**src/rtl/gpout_pkg.sv**
```systemverilog
// Shared mode encodings and guard limits for the gpout_bank slice.
// Optional feature macro used elsewhere in the slice: GPOUT_BANK_CLKDIV_EN.
package gpout_pkg;

  typedef enum logic [1:0] {
    MODE_DIRECT = 2'b00,
    MODE_REG    = 2'b01,
    MODE_STICKY = 2'b10,
    MODE_TOGGLE = 2'b11
  } gpout_mode_e;

  localparam int GUARD_MAX = 15;
  localparam int GUARD_W   = 4;

endpackage

```
**src/rtl/gpout_bank_if.sv**
```systemverilog
// Bus bundle between a controller (master) and the gpout_bank (slave).
// Shared by both builds, with and without GPOUT_BANK_CLKDIV_EN.
interface gpout_bank_if #(
  parameter int N_OUT = 6,
  parameter int SEL_W = 6
);
  localparam int N_SRC = 2**SEL_W;

  logic [N_SRC-1:0]       src;
  logic [N_OUT*SEL_W-1:0] sel;
  logic [N_OUT*2-1:0]     mode;
  logic [N_OUT-1:0]       clear;
  logic [N_OUT-1:0]       gpout;
  logic [N_OUT-1:0]       busy;

  modport master (output src, sel, mode, clear, input gpout, busy);
  modport slave  (input src, sel, mode, clear, output gpout, busy);
endinterface

```
**src/rtl/gpout_chan.sv**
```systemverilog
// One output channel: source pick, mode logic and select/mode-change guard.
// Independent of GPOUT_BANK_CLKDIV_EN; the bank hands in the effective sources.
module gpout_chan
  import gpout_pkg::*;
#(
  parameter int SEL_W = 6,
  parameter int GUARD = 2
) (
  input  logic                 clk,
  input  logic                 reset,
  input  logic [2**SEL_W-1:0]  src,
  input  logic [SEL_W-1:0]     sel,
  input  logic [1:0]           mode,
  input  logic                 clear,
  output logic                 gpout,
  output logic                 busy
);
  localparam logic [GUARD_W-1:0] GUARD_LD = GUARD_W'(GUARD);
  localparam logic [GUARD_W-1:0] CNT_ZERO = {GUARD_W{1'b0}};
  localparam logic [GUARD_W-1:0] CNT_ONE  = {{(GUARD_W-1){1'b0}}, 1'b1};

  logic [SEL_W-1:0]   sel_q;
  gpout_mode_e        mode_q;
  logic [GUARD_W-1:0] guard_cnt;
  logic               state_r;
  logic               hold_q;
  logic               prev_r;
  logic               reg_r;
  logic               pick_s;
  logic               change_s;
  logic               guarding_s;
  logic               live_s;
  logic               state_nx_s;

  assign pick_s     = src[sel_q];
  assign change_s   = (sel != sel_q) || (mode != mode_q);
  assign guarding_s = (guard_cnt != CNT_ZERO);

  // Value the channel would deliver with no guard active.
  always_comb begin
    live_s = 1'b0;
    case (mode_q)
      MODE_DIRECT: live_s = pick_s;
      MODE_REG:    live_s = reg_r;
      MODE_STICKY: live_s = state_r;
      MODE_TOGGLE: live_s = state_r;
      default:     live_s = 1'b0;
    endcase
  end

  // Sticky/toggle next state; clear dominates any coincident set or edge.
  always_comb begin
    state_nx_s = 1'b0;
    case (mode_q)
      MODE_STICKY: state_nx_s = (state_r | pick_s) & ~clear;
      MODE_TOGGLE: state_nx_s = clear ? 1'b0 : (state_r ^ (pick_s & ~prev_r));
      default:     state_nx_s = 1'b0;
    endcase
  end

  // Output mux: quiet in reset, held value while guarding.
  always_comb begin
    if (reset) begin
      gpout = 1'b0;
      busy  = 1'b0;
    end else if (guarding_s) begin
      gpout = hold_q;
      busy  = 1'b1;
    end else begin
      gpout = live_s;
      busy  = 1'b0;
    end
  end

  // Channel state. prev_r samples every edge, so the last guard cycle
  // reloads it from the new source and guard exit sees no false edge.
  always_ff @(posedge clk) begin
    if (reset) begin
      sel_q     <= sel;
      mode_q    <= gpout_mode_e'(mode);
      guard_cnt <= CNT_ZERO;
      state_r   <= 1'b0;
      hold_q    <= 1'b0;
      prev_r    <= 1'b0;
      reg_r     <= 1'b0;
    end else begin
      sel_q  <= sel;
      mode_q <= gpout_mode_e'(mode);
      prev_r <= pick_s;
      reg_r  <= pick_s;
      if (!guarding_s) begin
        hold_q <= gpout;
      end
      if (change_s) begin
        guard_cnt <= GUARD_LD;
        state_r   <= 1'b0;
      end else if (guarding_s) begin
        guard_cnt <= guard_cnt - CNT_ONE;
      end else begin
        state_r <= state_nx_s;
      end
    end
  end

endmodule

```
**src/rtl/gpout_bank.sv**
```systemverilog
// Bank of N_OUT independent general-purpose output channels.
// GPOUT_BANK_CLKDIV_EN replaces the top DIV_W source indices with divided clocks.
module gpout_bank
  import gpout_pkg::*;
#(
  parameter int N_OUT = 6,
  parameter int SEL_W = 6,
  parameter int GUARD = 2,
  parameter int DIV_W = 4
) (
  input  logic         clk,
  input  logic         reset,
  gpout_bank_if.slave  bus
);
  localparam int N_SRC     = 2**SEL_W;
  localparam int GUARD_EFF = (GUARD > GUARD_MAX) ? GUARD_MAX : GUARD;

  logic [N_SRC-1:0] src_eff_s;
  logic [N_OUT-1:0] gpout_s;
  logic [N_OUT-1:0] busy_s;

`ifdef GPOUT_BANK_CLKDIV_EN
  logic [DIV_W-1:0] div_r;

  // Free-running divider; bit k toggles at clk/2^(k+1).
  always_ff @(posedge clk) begin
    if (reset) begin
      div_r <= {DIV_W{1'b0}};
    end else begin
      div_r <= div_r + {{(DIV_W-1){1'b0}}, 1'b1};
    end
  end

  // Divider bits take over the top source indices.
  always_comb begin
    src_eff_s = bus.src;
    src_eff_s[N_SRC-1 -: DIV_W] = div_r;
  end
`else
  assign src_eff_s = {bus.src[N_SRC-1 -: DIV_W], bus.src[N_SRC-DIV_W-1:0]};
`endif

  for (genvar c = 0; c < N_OUT; c++) begin : g_chan
    gpout_chan #(
      .SEL_W (SEL_W),
      .GUARD (GUARD_EFF)
    ) u_chan (
      .clk   (clk),
      .reset (reset),
      .src   (src_eff_s),
      .sel   (bus.sel[c*SEL_W +: SEL_W]),
      .mode  (bus.mode[c*2 +: 2]),
      .clear (bus.clear[c]),
      .gpout (gpout_s[c]),
      .busy  (busy_s[c])
    );
  end

  assign bus.gpout = gpout_s;
  assign bus.busy  = busy_s;

endmodule

```
**src/flat_wrapper.sv**
```systemverilog
// flat-port wrapper written by rule: the top's interface ports become plain ports
module gpout_bank_flat import gpout_pkg::*;
#(
  parameter int N_OUT = 6,
  parameter int SEL_W = 6,
  parameter int GUARD = 2,
  parameter int DIV_W = 4
)
  (clk, reset, bus_src, bus_sel, bus_mode, bus_clear, bus_gpout, bus_busy);
  gpout_bank_if #(.N_OUT(N_OUT), .SEL_W(SEL_W)) bus_i ();
  input  logic clk;
  input  logic reset;
  input wire logic [$bits(bus_i.src)-1:0] bus_src;
  input wire logic [$bits(bus_i.sel)-1:0] bus_sel;
  input wire logic [$bits(bus_i.mode)-1:0] bus_mode;
  input wire logic [$bits(bus_i.clear)-1:0] bus_clear;
  output wire logic [$bits(bus_i.gpout)-1:0] bus_gpout;
  output wire logic [$bits(bus_i.busy)-1:0] bus_busy;
  assign bus_i.src = bus_src;
  assign bus_i.sel = bus_sel;
  assign bus_i.mode = bus_mode;
  assign bus_i.clear = bus_clear;
  assign bus_gpout = bus_i.gpout;
  assign bus_busy = bus_i.busy;
  gpout_bank #(.N_OUT(N_OUT), .SEL_W(SEL_W), .GUARD(GUARD), .DIV_W(DIV_W)) u_core (.clk(clk), .reset(reset), .bus(bus_i));
endmodule
```
**config.mk**
```make
export PLATFORM = sky130hd
export DESIGN_NAME = gpout_bank_flat
export DESIGN_NICKNAME = d
export VERILOG_FILES = /design/src/rtl/gpout_pkg.sv /design/src/rtl/gpout_bank_if.sv /design/src/rtl/gpout_chan.sv /design/src/rtl/gpout_bank.sv /design/src/flat_wrapper.sv
export SDC_FILE = /design/constraint.sdc
export NUM_CORES = 1
export LEC_CHECK = 0
export CELL_PAD_IN_SITES_DETAIL_PLACEMENT = 0
export CELL_PAD_IN_SITES_GLOBAL_PLACEMENT = 2
export CORE_MARGIN = 1.5
export CORE_UTILIZATION = 37
export CTS_BUF_LIST = sky130_fd_sc_hd__clkbuf_2 sky130_fd_sc_hd__clkbuf_4 sky130_fd_sc_hd__clkbuf_8
export DETAILED_ROUTE_END_ITERATION = 7
export PLACE_DENSITY = 0.94
export SLEW_MARGIN = 30
export SYNTH_ARGS = -nofsm -noshare
export SYNTH_HDL_FRONTEND = slang
export SYNTH_SLANG_ARGS = --single-unit
```
**constraint.sdc**
```tcl
create_clock -name clk -period 7.4 [get_ports clk]
set_clock_uncertainty 0.2 [all_clocks]
set_input_delay 1.48 -clock clk [delete_from_list [all_inputs] [get_ports clk]]
set_output_delay 1.48 -clock clk [all_outputs]
set_load 0.02 [all_outputs]
```
==> impl_metrics.tcl, run 1 <==
set metrics [dict create \
    place.gp.congestion 0.9913 \
    drive_gt1_share_pct 17.16 \
    postCtsSetupBuffers 0 \
    clk_path_buf_depth 2 \
    placement_rows 48 \
    rr_worst_depth 7 \
    setup_viol 0 \
    slew_viol_final 0 \
    grt_overflow_total 0 \
    pre_cts_slack_ns 1.226 \
    r2r_start "u_core.g_chan[0].u_chan.sel_q[1]$_DFF_P_" \
    ys_ff_latch 90 \
    core-area_um2 17480 \
    final_common_cell "clkdlybuf4s50_1" \
    min_to "u_core.g_chan[5].u_chan.guard_cnt[3]$_SDFFE_PP0P_" \
    status "finished clean" \
    cts_tree "done" \
    leakagePower_nw 2.716 \
    num_antenna_cells 0 \
    first_pass_iters 5 \
    dpl_cell_area_um2 8008 \
    place_inst 920 \
    cts.sinks 90 \
    worstMarginPinSlew_ns 0.9282 \
    hold_slack_ns 0.2714 \
    synth_cells 611 \
    nFillCells 1622 \
    cts_max_level 3 \
    antenna_found_initial 0 \
    route.detailed.drc 0 \
    vias_per_cell 6.257 \
    syn_to_final_growth_pct 23.00 \
    crit_fanout 6 \
    layout.nets 826 \
    rsz0062_at_grt "no" \
    ys_async_sr_fraction_pct 0 \
    slew_headroom_pct 38.04 \
    finalCriticalPeriod_ns 6.198 \
    die_h_um 137.3 \
    critPathRequiredTime_ns 5.72 \
    fin_crit_sh_pct 83.76 \
    rrSetupSlack_ns 4.12 \
    first_iter_violations 471 \
    setup_ws_ns 1.202 \
    drv_cap 0 \
    dr_total_vias 5857 \
    synth_edf_count 0 \
    ctsResizeCount 0 \
    stdcell_area_um2 8203 \
    insertion_delay_ns 0.39 \
    die_area_um2 18840 \
    yosysSeqAreaShare_pct 27.02 \
    hold_depth 2 \
    stdcell_count 936 \
    final_util_pct 46.94 \
    worstSetupPathType "in -> out" \
    post-synth-top-area-cell "mux4_2" \
    yosysWarnings 0 \
    hold_viol_final 0 \
    final_antenna_net_count 0 \
    avgSynthCellArea_um2 10.91 \
    worstSetupEndpointType "primary output" \
    cts_made_buffers 9 \
    fmax_mhz 161.3 \
    grt_max_degree 37 \
    ys_dominant_reg_cell "dfxtp_1" \
    syn-num-nets 731 \
    die_w_um 137.3 \
    synth_area_leaders "mux4_2 30%, dfxtp_1 27%, xnor2_1 6.6%" \
    port_buffers 131 \
    start_kind "input pin" \
    wl_per_cell_um 23.54 \
    p_per_area_nw_per_um2 148.7 \
    clk_pin_slew_worst_paths_ns 0.10 \
    start_util_pct 38.16 \
    ir_drop_mv 0.07760 \
    synthDistinctLibCells 59 \
    grt_pass1_vias 5885 \
    setup_tns_ns 0 \
    synth_area_um2 6669 \
    hp-class "reg -> reg" \
    layout_common_cells "131 x clkdlybuf4s50_1, 90 x mux4_2, 87 x dfxtp_1" \
    p_total_mw 1.220 \
    grt_pass1_wl_um 33470 \
    r2r_end "u_core.g_chan[0].u_chan.hold_q$_SDFFE_PP0N_" \
    yosysTopAreaCellShare_pct 30.39 \
    ios 132 \
    holdCritStartpoint "u_core.g_chan[5].u_chan.guard_cnt[3]$_SDFFE_PP0P_" \
    grtUsageTotal_pct 24.22 \
    wl_um 22030 \
    hpwl_um 16950 \
    cts-root-buf "clkbuf_8" \
    arrival_ns 4.52 \
    cts_hold_buf 0 \
]
==> layout make-up <==
type	instances	area (um^2)	area share (%)
multi-input combinational	462	4571	55.72
inverter	8	30.03	0.3661
clock buffer	10	131.4	1.602
timing repair buffer	135	1341	16.35
tap	225	281.5	3.432
sequential	90	1805	22.01
clock inverter	6	42.54	0.5186
==> cell usage after synthesis, drive strengths merged (2+ instances only) <==
cell type	n
and2b	2
nor2	45
a311oi	5
o311a	2
and3	3
clkbuf	14
o21ai	22
nand2b	4
a21oi	16
nand4	16
o31a	3
nor2b	15
nand3b	15
dfxtp	90
inv	8
and4b	2
and2	4
a2111oi	3
a211oi	6
nor4	8
or3	7
nand3	8
nor3b	3
mux2i	14
or2b	2
o31ai	6
a22oi	23
nor3	17
mux2	2
a31oi	9
mux4	95
o2bb2ai	2
o211ai	3
nand2	31
or4	3
a21boi	3
buf	37
xnor2	50
==> critical path: stages <==
cell and delay, ns:
clkdlybuf4s50_1 0.61, mux4_2 0.53, mux4_2 0.46, and3b_1 0.19, a311oi_2 0.36, mux2_2 0.25, a31oi_1 0.08, clkdlybuf4s50_1 0.54
==> metal layers <==
layer / track usage (%) / up-vias / routed length [um]
li1: - / 2612 / -
met1: 31.68 / 2879 / 9112
met2: 37.83 / 322 / 10320
met3: 6.770 / 44 / 1986
met4: 10.00 / 0 / 609
met5: 0 / - / 0
==> logic make-up (layout without fill, tap and decap cells) <==
kind of cell,Yosys count,count (layout),share of synthesized area (%)
simple gates,190,190,15.33
buf+inv,59,159,4.728
flops,90,90,27.02
compound gates,111,111,11.56
mux,111,111,34.80
xor+xnor,50,50,6.567
==> power by group <==
| group | switching (mW) | internal [mW] | total, mW | leakage [nW] |
|---|---|---|---|---|
| sequential | 0.0498 | 0.506 | 0.556 | 0.748 |
| clock | 0.191 | 0.126 | 0.317 | 0.0861 |
| combinational | 0.145 | 0.201 | 0.346 | 1.88 |
| total | 0.386 | 0.834 | 1.22 | 2.72 |
==> how the worst max path moves through the flow <==
stage	cells after the start	start	to	slack, ns
2_1_floorplan	7	bus_src[47]	bus_gpout[4]	2.39
3_3_place_gp	8	bus_src[18]	bus_gpout[0]	1.30
6_report	8	bus_src[13]	bus_gpout[4]	1.20
5_1_grt	8	bus_src[16]	bus_gpout[0]	1.01
4_1_cts	8	bus_src[15]	bus_gpout[4]	1.22
3_5_place_dp	8	bus_src[15]	bus_gpout[4]	1.23
==> sequential cells by signal, summed over array words and instances (netlist names) <==
| register | cells |
|---|---|
| u_core.g_chan.u_chan.guard_cnt | 24 |
| u_core.g_chan.u_chan.state_r | 6 |
| u_core.g_chan.u_chan.mode_q | 12 |
| u_core.g_chan.u_chan.reg_r | 6 |
| u_core.g_chan.u_chan.sel_q | 36 |
| u_core.g_chan.u_chan.hold_q | 6 |
(Power assumes the default switching activity.)
==> inputs of run 2 (changes only) <==
CORE_UTILIZATION = 35   (was 37)
PLACE_DENSITY = 0.9   (was 0.94)
clock period = 5.9 ns   (was 7.4 ns; I/O delays follow)
==> run 2 against run 1 <==
  * Clock power grew 34%
  * Sequential cell count stayed put
  * Clock-buffer cell count grew 3
  * Total power is 29% higher
  * Cell count grew 2.9%
  * Combinational power up 32%
  * Critical path type unchanged
==> impl_metrics.tcl, run 2 (same netlist as run 1, synthesis figures left out) <==
set metrics [dict create \
    syn_to_final_growth_pct 25.40 \
    critPathRequiredTime_ns 4.52 \
    top_register "u_core.g_chan.u_chan.sel_q" \
    drive_gt1_share_pct 18.93 \
    postCtsSetupBuffers 0 \
    dr_total_vias 6119 \
    placement_rows 50 \
    p_int_mw 1.089 \
    num_antenna_cells 0 \
    grt_pass1_wl_um 35180 \
    pre_cts_slack_ns 0.2659 \
    fmax_mhz 177.0 \
    hpwl_um 17950 \
    die_area_um2 19890 \
    largest_register_ffs 36 \
    stdcell_count 963 \
    drv_cap 0 \
    wl_um 23010 \
    start_kind "input pin" \
    worstSetupPathType "in -> out" \
    r2r_start "u_core.g_chan[5].u_chan.sel_q[1]$_DFF_P_" \
    holdCritStartpoint "u_core.g_chan[5].u_chan.guard_cnt[3]$_SDFFE_PP0P_" \
    slew_viol_final 0 \
    slowest_delay_ns 0.60 \
    arrival_ns 4.27 \
    port_buffers 131 \
    slew_headroom_pct 38.80 \
    hold_depth 2 \
    layout_common_cells "131 x clkdlybuf4s50_1, 90 x mux4_2, 88 x dfxtp_1" \
    ir_drop_mv 0.1090 \
    hp-class "reg -> reg" \
    dpl_cell_area_um2 8153 \
    leakagePower_nw 2.818 \
    worstMarginPinSlew_ns 0.9168 \
    cts_max_level 3 \
    rr_worst_depth 6 \
    first_pass_iters 5 \
    start_util_pct 35.65 \
    grt_overflow_total 0 \
    setup_tns_ns 0 \
    finalCriticalPeriod_ns 5.649 \
    p_comb_share_pct 29.0 \
    path_cells "clkdlybuf4s50_1, mux4_2, mux4_2, and3b_1, a311oi_2, mux2_2, a31oi_1, clkdlybuf4s50_1" \
    grt_max_degree 18 \
    final_antenna_net_count 0 \
    core-area_um2 18710 \
    rsz0062_at_grt "no" \
    min_to "u_core.g_chan[5].u_chan.guard_cnt[3]$_SDFFE_PP0P_" \
    place.gp.congestion 1.002 \
    vias_per_cell 6.354 \
    ctsResizeCount 0 \
    power_switching_share_pct 30.71 \
    final_common_cell "clkdlybuf4s50_1" \
    rrSetupSlack_ns 2.66 \
    route.detailed.drc 0 \
    grtUsageTotal_pct 23.47 \
    setup_viol 0 \
    setup_ws_ns 0.2506 \
    cpLargestDelayFamily "multiplexers" \
    net-switching-power_mw 0.4825 \
    grt_pass1_vias 6255 \
    cts_hold_buf 0 \
    stdcell_area_um2 8363 \
    cts_tree "done" \
    die_h_um 141.0 \
    p_per_area_nw_per_um2 187.9 \
    status "finished clean" \
    crit_fanout 6 \
    place_inst 947 \
    clk_path_buf_depth 2 \
    cts_made_buffers 9 \
    power_frac_seq_pct 44.1 \
    r2r_end "u_core.g_chan[5].u_chan.state_r$_SDFFE_PP0N_" \
    critical_path_buf_inv_count 2 \
    die_w_um 141.0 \
    insertion_delay_ns 0.38 \
    pwr-share-clk_pct 27.0 \
    cts.sinks 90 \
    ios 132 \
    reg_top3 "u_core.g_chan.u_chan.sel_q x36, u_core.g_chan.u_chan.guard_cnt x24, u_core.g_chan.u_chan.mode_q x12" \
    p_total_mw 1.571 \
    layout.nets 844 \
    crit_slowest_cell "clkdlybuf4s50_1" \
    hold_viol_final 0 \
    first_iter_violations 553 \
    clk_pin_slew_worst_paths_ns 0.09 \
    cts-root-buf "clkbuf_8" \
    worstSetupEndpointType "primary output" \
    antenna_found_initial 0 \
    wl_per_cell_um 23.90 \
    fin_crit_sh_pct 95.75 \
]
-- run 2: cell types whose count changed in the layout (fill, tap and decap cells not counted) --
cell	before	now
buf_4	4	22
dfxtp_2	3	2
dfxtp_1	87	88
nor4_1	5	6
clkinv_4	1	2
inv_6	1	0
clkinv_2	2	1
clkbuf_8	9	12
nor4_2	3	2
clkinvlp_4	2	0
-- run 2: power groups by stage --
stage	logic, mW	registers, mW	clock network [mW]
floorplan	0.286	0.664	0
global placement	0.446	0.704	0
detailed placement	0.449	0.705	0
CTS	0.452	0.691	0.435
global route	0.482	0.698	0.460
finish	0.455	0.692	0.424
-- run 2: metal layers --
metal | routed length, um | GRT usage, %
met1 | 9110 | 30.43
met2 | 10730 | 37.78
met3 | 2382 | 6.012
met4 | 788 | 8.936
met5 | 0 | 0
-- run 2: tightest hold or removal path, stage by stage (launching register included) --
cell and delay (ns):
dfxtp_1 0.35, nand2_1 0.07, nor2_1 0.04
-- run 2: stage by stage --
step	util, %	hold WS, ns
6_report	44.71	0.2931
5_1_grt	44.71	0.3073
4_1_cts	44.63	0.2875
3_5_place_dp	43.59	0.2724
3_3_place_gp	43.59	0.2442
2_1_floorplan	-	0.2329
-- run 2: area by class of cell --
| cell class | instances | area [um^2] |
|---|---|---|
| Timing Repair Buffer | 153 | 1476 |
| Tap cell | 234 | 292.8 |
| Clock inverter | 3 | 22.52 |
| Clock buffer | 13 | 172.7 |
| Inverter | 8 | 30.03 |
| Sequential cell | 90 | 1804 |
| Multi-Input combinational cell | 462 | 4564 |
| Fill cell | 1737 | 10340 |
-- run 2: worst max path at each step --
stage | start | slack [ns] | endpoint | cells past startpoint
final | bus_src[36] | 0.25 | bus_gpout[4] | 8
after global routing | bus_src[36] | 0.11 | bus_gpout[4] | 8
after CTS | bus_src[36] | 0.25 | bus_gpout[4] | 8
after detailed placement | bus_src[36] | 0.27 | bus_gpout[4] | 8
after global placement | bus_src[36] | 0.29 | bus_gpout[4] | 8
after floorplan | bus_src[47] | 1.49 | bus_gpout[4] | 7
==> inputs of run 3 (changes only) <==
clock period = 5.25 ns   (was 5.9 ns; I/O delays follow)
==> run 3 against run 2 <==
  * Sequential share of layout area down 0.52 points
  * Clock power is 17% higher
  * Critical path depth unchanged
  * Total power rose by 15%
  * Register-to-register slack worse by 0.34 ns
  * Sequential power grew 11%
  * Hold slack got worse by 0.026 ns
  * First-iteration DRC count decreased by 1.6%
  * Wire length is 0.53% lower
  * Via count is 0.15% higher
==> impl_metrics.tcl, run 3 (same netlist as run 1, synthesis figures left out) <==
set metrics [dict create \
    hp-class "reg -> reg" \
    reg_top3 "u_core.g_chan.u_chan.sel_q x36, u_core.g_chan.u_chan.guard_cnt x24, u_core.g_chan.u_chan.mode_q x12" \
    die_area_um2 19890 \
    slew_viol_final 0 \
    ios 132 \
    postCtsSetupBuffers 0 \
    core-area_um2 18710 \
    layout_common_cells "126 x clkdlybuf4s50_1, 90 x mux4_2, 90 x dfxtp_1" \
    leakagePower_nw 2.963 \
    fin_crit_sh_pct 98.36 \
    p_per_area_nw_per_um2 210.3 \
    clk_pin_slew_worst_paths_ns 0.08 \
    hpwl_um 18120 \
    nFillCells 1732 \
    cts_max_level 3 \
    num_antenna_cells 0 \
    pre_cts_slack_ns -0.05207 \
    syn_to_final_growth_pct 28.35 \
    first_pass_iters 5 \
    regArea_um2 1802 \
    wl_um 22890 \
    final_antenna_net_count 0 \
    layout.nets 868 \
    grtUsageTotal_pct 23.54 \
    finalCriticalPeriod_ns 5.164 \
    grt_pass1_wl_um 35470 \
    insertion_delay_ns 0.38 \
    rsz0062_at_grt "no" \
    ir_drop_mv 0.1306 \
    power_frac_seq_pct 42.8 \
    fmax_mhz 193.6 \
    worstSetupEndpointType "primary output" \
    net-switching-power_mw 0.5373 \
    first_iter_violations 544 \
    top_register "u_core.g_chan.u_chan.sel_q" \
    start_util_pct 35.65 \
    port_buffers 131 \
    place.gp.congestion 0.9965 \
    final_common_cell "clkdlybuf4s50_1" \
    power_switching_share_pct 29.85 \
    setup_viol 0 \
    grt_pass1_vias 6219 \
    worstSetupPathType "in -> out" \
    grt_overflow_total 0 \
    slew_headroom_pct 42.39 \
    die_h_um 141.0 \
    crit_fanout 6 \
    route.detailed.drc 0 \
    clk_path_buf_depth 2 \
    cts_hold_buf 0 \
    p_comb_share_pct 29.7 \
    largest_register_ffs 36 \
    multi_input_area_um2 4571 \
    setup_ws_ns 0.08591 \
    vias_per_cell 6.215 \
    wl_per_cell_um 23.22 \
    status "finished clean" \
    pwr-share-clk_pct 27.5 \
    drive_gt1_share_pct 21.28 \
    p_total_mw 1.800 \
    die_w_um 141.0 \
    cts_made_buffers 9 \
    hold_viol_final 0 \
    ctsResizeCount 3 \
    placement_rows 50 \
    cts_tree "done" \
    start_kind "input pin" \
    critPathRequiredTime_ns 4.00 \
    cts-root-buf "clkbuf_8" \
    antenna_found_initial 0 \
    dr_total_vias 6128 \
    arrival_ns 3.91 \
    grt_max_degree 26 \
    worstMarginPinSlew_ns 0.8562 \
    drv_cap 0 \
    p_int_mw 1.262 \
    cts.sinks 90 \
]
[run 3: cell count changes in the layout (fill, tap and decap cells not counted), sizes merged, moves of 2 or more]
cell and change:
buf +24, clkbuf -2, clkdlybuf4s50 -5, dlygate4sd2 +2, dlymetal6s2s +3
[run 3: per-stage QoR]
| stage | hold slack (ns) | utilization (%) | cell area [um^2] | std cells | setup TNS (ns) |
|---|---|---|---|---|---|
| 5_1_grt | 0.2969 | 45.76 | 8559 | 986 | 0 |
| 3_5_place_dp | 0.2554 | 44.55 | 8333 | 971 | -0.05207 |
| 4_1_cts | 0.2676 | 45.63 | 8534 | 986 | 0 |
| 6_report | 0.2671 | 45.76 | 8559 | 986 | 0 |
| 2_1_floorplan | 0.2329 | - | 6669 | 611 | 0 |
| 3_3_place_gp | 0.2437 | 44.55 | 8333 | 971 | -0.005898 |
[run 3: worst paths after layout]
path / startpoint / end / slack (ns) / cells after the start
setup / recovery: bus_src[47] / bus_gpout[4] / 0.09 / 8
hold / removal: u_core.g_chan[5].u_chan.guard_cnt[3]$_SDFFE_PP0P_ / u_core.g_chan[5].u_chan.guard_cnt[3]$_SDFFE_PP0P_ / 0.27 / 2
setup reg to reg: u_core.g_chan[5].u_chan.sel_q[1]$_DFF_P_ / u_core.g_chan[5].u_chan.state_r$_SDFFE_PP0N_ / 2.32 / 7
hold reg to reg: u_core.g_chan[5].u_chan.guard_cnt[3]$_SDFFE_PP0P_ / u_core.g_chan[5].u_chan.guard_cnt[3]$_SDFFE_PP0P_ / 0.27 / 2
[run 3: power groups by stage]
stage	sequential (mW)	combinational, mW	clock (mW)
floorplan	0.746	0.322	0
CTS	0.768	0.528	0.509
global route	0.776	0.565	0.539
global placement	0.783	0.521	0
detailed placement	0.784	0.526	0
finish	0.770	0.535	0.495
[run 3: worst max-delay path: stages]
cell and delay (ns):
clkdlybuf4s50_1 0.57, mux4_2 0.52, mux4_2 0.47, and3b_1 0.18, a311oi_2 0.28, mux2_2 0.22
a31oi_1 0.08, clkdlybuf4s50_1 0.54
[run 3: routing by layer]
layer | global-route usage [%] | wire [um] | up-vias
met2 | 38.16 | 10630 | 353
met3 | 7.303 | 2289 | 55
met4 | 8.388 | 743 | 0
met1 | 29.71 | 9231 | 3013
li1 | - | - | 2707
met5 | 0 | 0 | -
[run 3: area by class of cell]
class | count | area share, %
Timing Repair Buffer | 177 | 19.41
Clock buffer | 11 | 1.769
Clock inverter | 4 | 0.5993
Inverter | 8 | 0.3508
Multi-Input combinational cell | 462 | 53.40
Sequential cell | 90 | 21.05
Tap cell | 234 | 3.421
